===== src/rtl/t03_text_bitmap_builder.sv =====
// Text bitmap builder: walks a 12-character ASCII string, fetches each glyph
// row from an external font ROM into a shadow buffer, then commits the whole
// 108x8 bitmap to the text output in a single cycle.
module t03_text_bitmap_builder #(
    parameter int NUM_CHARS  = 12,
    parameter int GLYPH_ROWS = 8,
    parameter int CELL_W     = 9,
    localparam int ROW_W     = NUM_CHARS * CELL_W,
    localparam int TEXT_W    = ROW_W * GLYPH_ROWS
) (
    input  logic                   clk,
    input  logic                   rst,
    input  logic                   start,
    input  logic [8*NUM_CHARS-1:0] chars,
    output logic [7:0]             font_char,
    output logic [2:0]             font_row,
    input  logic [7:0]             font_bits,
    output logic [TEXT_W-1:0]      text,
    output logic                   busy,
    output logic                   done
);

    localparam logic [1:0] ST_IDLE   = 2'd0;
    localparam logic [1:0] ST_FETCH  = 2'd1;
    localparam logic [1:0] ST_LATCH  = 2'd2;
    localparam logic [1:0] ST_COMMIT = 2'd3;

    localparam int CHARS_W = 8 * NUM_CHARS;

    logic [1:0]         state_reg;
    logic [CHARS_W-1:0] chars_sh_reg;     // latched string, current cell in the top byte
    logic [TEXT_W-1:0]  shadow_reg;
    logic [TEXT_W-1:0]  text_reg;
    logic [3:0]         k_reg;
    logic [2:0]         r_reg;
    logic [9:0]         row_base_reg;     // r * ROW_W, built by accumulation
    logic [9:0]         cell_base_reg;    // k * CELL_W, built by accumulation
    logic [7:0]         font_char_reg;
    logic [2:0]         font_row_reg;
    logic               done_reg;

    logic [7:0]         cur_char;
    logic [7:0]         safe_char;
    logic [9:0]         wr_hi;
    logic               last_fetch;

    // Current cell code, with non-printable codes shown as a space; plus the
    // shadow index of the glyph's leftmost pixel for the current (k, r).
    always_comb begin
        cur_char   = chars_sh_reg[CHARS_W-1 -: 8];
        safe_char  = ((cur_char >= 8'h20) && (cur_char <= 8'h7E)) ? cur_char : 8'h20;
        wr_hi      = 10'(TEXT_W - 1) - (row_base_reg + cell_base_reg);
        last_fetch = (k_reg == 4'(NUM_CHARS - 1)) && (r_reg == 3'(GLYPH_ROWS - 1));
    end

    // Build sequencer: fetch/latch each glyph row, then commit atomically.
    always_ff @(posedge clk) begin
        if (rst) begin
            state_reg     <= ST_IDLE;
            chars_sh_reg  <= '0;
            shadow_reg    <= '0;
            text_reg      <= '0;
            k_reg         <= '0;
            r_reg         <= '0;
            row_base_reg  <= '0;
            cell_base_reg <= '0;
            font_char_reg <= '0;
            font_row_reg  <= '0;
            done_reg      <= 1'b0;
        end else begin
            done_reg <= 1'b0;
            case (state_reg)
                ST_IDLE: begin
                    if (start) begin
                        chars_sh_reg  <= chars;
                        shadow_reg    <= '0;
                        k_reg         <= '0;
                        r_reg         <= '0;
                        row_base_reg  <= '0;
                        cell_base_reg <= '0;
                        state_reg     <= ST_FETCH;
                    end
                end
                ST_FETCH: begin
                    font_char_reg <= safe_char;
                    font_row_reg  <= r_reg;
                    state_reg     <= ST_LATCH;
                end
                ST_LATCH: begin
                    // Bit 7 is the leftmost pixel, so it takes the highest index.
                    shadow_reg[wr_hi -: 8] <= font_bits;
                    if (r_reg != 3'(GLYPH_ROWS - 1)) begin
                        r_reg        <= r_reg + 3'd1;
                        row_base_reg <= row_base_reg + 10'(ROW_W);
                    end else begin
                        r_reg         <= '0;
                        row_base_reg  <= '0;
                        k_reg         <= k_reg + 4'd1;
                        cell_base_reg <= cell_base_reg + 10'(CELL_W);
                        chars_sh_reg  <= {chars_sh_reg[CHARS_W-9:0], 8'h00};
                    end
                    state_reg <= last_fetch ? ST_COMMIT : ST_FETCH;
                end
                default: begin
                    text_reg  <= shadow_reg;
                    done_reg  <= 1'b1;
                    state_reg <= ST_IDLE;
                end
            endcase
        end
    end

    assign font_char = font_char_reg;
    assign font_row  = font_row_reg;
    assign text      = text_reg;
    assign done      = done_reg;
    assign busy      = (state_reg != ST_IDLE);

endmodule


===== config.mk =====
export PLATFORM = sky130hd
export DESIGN_NAME = t03_text_bitmap_builder
export DESIGN_NICKNAME = d
export VERILOG_FILES = /design/src/rtl/t03_text_bitmap_builder.sv
export SDC_FILE = /design/constraint.sdc
export NUM_CORES = 2
export LEC_CHECK = 0
export CAP_MARGIN = 20
export CORE_AREA = 2 2 378 380
export DETAILED_ROUTE_END_ITERATION = 6
export DIE_AREA = 0 0 380 382
export HOLD_SLACK_MARGIN = 0.06
export PLACE_DENSITY = 0.83
export SYNTH_ARGS = -nofsm -noshare
export SYNTH_HDL_FRONTEND = slang
export SYNTH_SLANG_ARGS = --single-unit

===== constraint.sdc =====
create_clock -name clk -period 4.92 [get_ports clk]
set_input_delay 0.984 -clock clk [delete_from_list [all_inputs] [get_ports clk]]
set_output_delay 0.984 -clock clk [all_outputs]
set_load 0.005 [all_outputs]

==> impl_metrics.env <==
export IMPL_hp_class="reg -> reg"
export IMPL_final_cell_mix="nand2_1 (2464), dfxtp_1 (1863), a21oi_1 (988), clkdlybuf4s50_1 (982), buf_4 (566)"
export IMPL_viasPerCell=6.51
export IMPL_ys_flop_type="dfxtp_1"
export IMPL_tightest_slew_ns=1.27
export IMPL_cpPeakStageDelay_ns=0.54
export IMPL_dieHeight_um=382
export IMPL_grt_pass1_vias=71196
export IMPL_synth_top_cells_by_area="dfxtp_1 (51%), nand2_1 (13%), a21oi_1 (6.9%), o211ai_1 (5.8%), o31ai_1 (3.8%)"
export IMPL_ys_async_sr_fraction_pct=0
export IMPL_max_freq_mhz=204
export IMPL_critPathLaunchType="flip-flop"
export IMPL_dr_wl_met2_um=147000
export IMPL_finClkSkew_ns=0.0747
export IMPL_cts_made_buffers=180
export IMPL_slew_headroom_pct=15.4
export IMPL_overflow=0
export IMPL_num_io_pins=984
export IMPL_path_buf_inv=3
export IMPL_violations="DRC"
export IMPL_final_common_cell="nand2_1"
export IMPL_area_delta_synth_final_pct=31.0
export IMPL_finalSetupViolations=0
export IMPL_cp_required_ns=5.63
export IMPL_postCtsSetupBuffers=0
export IMPL_synth_edf_count=0
export IMPL_ir_worst_vdd_v=0.000330
export IMPL_postRouteAntennaNets=0
export IMPL_synth_seq_cells=1863
export IMPL_met1_length_um=131000
export IMPL_critPathMaxFanout=7
export IMPL_antenna_found_initial=29
export IMPL_synth_top_area_share_pct=51.4
export IMPL_coreArea_sq_um=141000
export IMPL_cts_resized=0
export IMPL_wl_met3_um=46600
export IMPL_avgSynthCellArea_sq_um=8.39
export IMPL_root_buffer="clkbuf_16"
export IMPL_grt_pass1_wl_um=500000
export IMPL_port_buffers=983
export IMPL_synthCells=8657
export IMPL_drive_gt1_share_pct=11.5
export IMPL_grt_usage_pct=47.0
export IMPL_p_leak_nw=31.9
export IMPL_min_period_ns=4.91
export IMPL_num_rows=138
export IMPL_synthesis_nets=8786
export IMPL_critPathArrivalTime_ns=5.62
export IMPL_syn_cell_area_sq_um=72600
export IMPL_hpwlAfterDp_um=258000
export IMPL_cap_violations=0
export IMPL_grt_max_degree=210
export IMPL_drtIter0Drc=12376
export IMPL_crit_slowest_cell="xnor3_1"
export IMPL_highest_layer="met5"
export IMPL_wire_per_inst_um=30.3
export IMPL_p_per_area_nw_per_um2=363
export IMPL_die_x_um=380
export IMPL_holdBufCountCts=0
export IMPL_cts_max_level=4
export IMPL_clock_sinks=1863
export IMPL_initial_core_util_pct=51.5
export IMPL_path_cells="inv_1, ha_1, inv_1, fa_1, xor2_1, and3_1, xnor3_1, nand2_1, buf_4, nor3_1, a21o_1, nand2_1, o211ai_1, o31ai_1"
export IMPL_vias=76751
export IMPL_fin_hold_ws_ns=0.387
export IMPL_cts_buffer_depth=3
export IMPL_maxSlewViolCount=0
export IMPL_status="complete, but fails checks"
export IMPL_synth_seq_area_share_pct=51.4
export IMPL_ys_types=93
export IMPL_first_pass_iters=7
export IMPL_wl_um=357000
export IMPL_worstSkewPairLatency_ns=0.87
export IMPL_yosys_warnings=0
export IMPL_die_area_sq_um=145000
export IMPL_cp_top_family="simple AND/OR/NAND/NOR gates"
export IMPL_crit_path_end_kind="flip-flop"
export IMPL_cts_tree="built"
export IMPL_nNetsFinal=9847
export IMPL_clkTransAtPathRegs_ns=0.06
export IMPL_finalHoldViolations=0
export IMPL_p_total_w=0.0345
export IMPL_fin_crit_sh_pct=99.8
export IMPL_yosysTopAreaCell="dfxtp_1"
export IMPL_critPathKind="reg -> reg"
export IMPL_gp_congestion=1.09
export IMPL_drcViolationCount=21
[cell families after synthesis]
kind of cell    Yosys count  share of synthesized area [%]
xor+xnor                 31                          0.462
compound gates         2610                           23.9
fa+ha+maj                22                          0.389
buf+inv                 799                           4.31
simple gates           3182                           17.5
flops                  1863                           51.4
mux                     150                           2.10
[metrics by stage]
step / worst slack [ns] / cell area, sq um / instances / TNS (ns) / utilization (%)
after global routing: -0.00227 / 95100 / 11763 / -0.00227 / 67.5
final: 0.0113 / 95100 / 11781 / 0 / 67.5
after CTS: 0.111 / 95000 / 11754 / 0 / 67.4
after global placement: 0.219 / 88800 / 11425 / 0 / 63.0
after floorplan: 1.23 / 72600 / 8657 / 0 / -
after detailed placement: 0.175 / 88800 / 11425 / 0 / 63.0
[layout make-up]
cell class,instances,area (sq um)
inverters,20,75.1
clock inverters,66,1020
fillers,10950,45800
flip-flops and latches,1863,37300
multi-input cells,5995,32800
clock buffers,263,5220
diodes,26,65.1
repair buffers,1658,16300
well taps,1890,2360
[report_power, final]
part	leakage [nW]	switching, W	internal, W
Clock	3.05	0.00634	0.00823
Combinational	13.9	0.00355	0.00120
Sequential	15.0	0.0000521	0.0152
Total	31.9	0.00994	0.0246
[synth_stat cells, drive strengths merged, types with 9 or more instances]
library cell	count
nand4	29
o311ai	19
clkbuf	627
a211oi	14
nor4	19
ha	21
nand3	155
a22oi	33
nand2b	24
o21ai	200
buf	152
o2111ai	11
a21oi	1001
or3	15
o32ai	11
o22ai	22
nor3	53
or2	11
xnor2	19
nor2	348
xor2	9
inv	20
dfxtp	1863
and2	15
a311oi	89
nand2	2488
o31ai	370
a31oi	12
o41ai	116
a32o	79
o211ai	566
mux2i	144
[worst register-to-register path: cells and delay by family, from the launching register on]
kind | cells | cell delay, ns
and+or+nand+nor | 4 | 1.44
AOI/OAI and AO/OA | 3 | 0.90
xor gates and xnor gates | 2 | 0.87
adders and majority gates | 2 | 0.75
buffers and inverters | 3 | 0.43
DFF | 1 | 0.38
[metal layers]
metal | global-route usage [%] | up-vias
met5 | 0.430 | -
met4 | 35.0 | 22
met3 | 14.9 | 1375
met2 | 67.9 | 5803
met1 | 58.5 | 36831
li1 | - | 32720
[path summary, 6_finish.rpt]
| kind | to | cells after the start | slack [ns] | start |
|---|---|---|---|---|
| hold reg to reg | text[729] | 2 | 0.39 | shadow_reg[729] |
| hold / removal | text[729] | 2 | 0.39 | shadow_reg[729] |
| setup reg to reg | shadow_reg[656] | 14 | 0.01 | row_base_reg[2] |
| setup / recovery | shadow_reg[656] | 14 | 0.01 | row_base_reg[2] |
(Power assumes the default switching activity.)
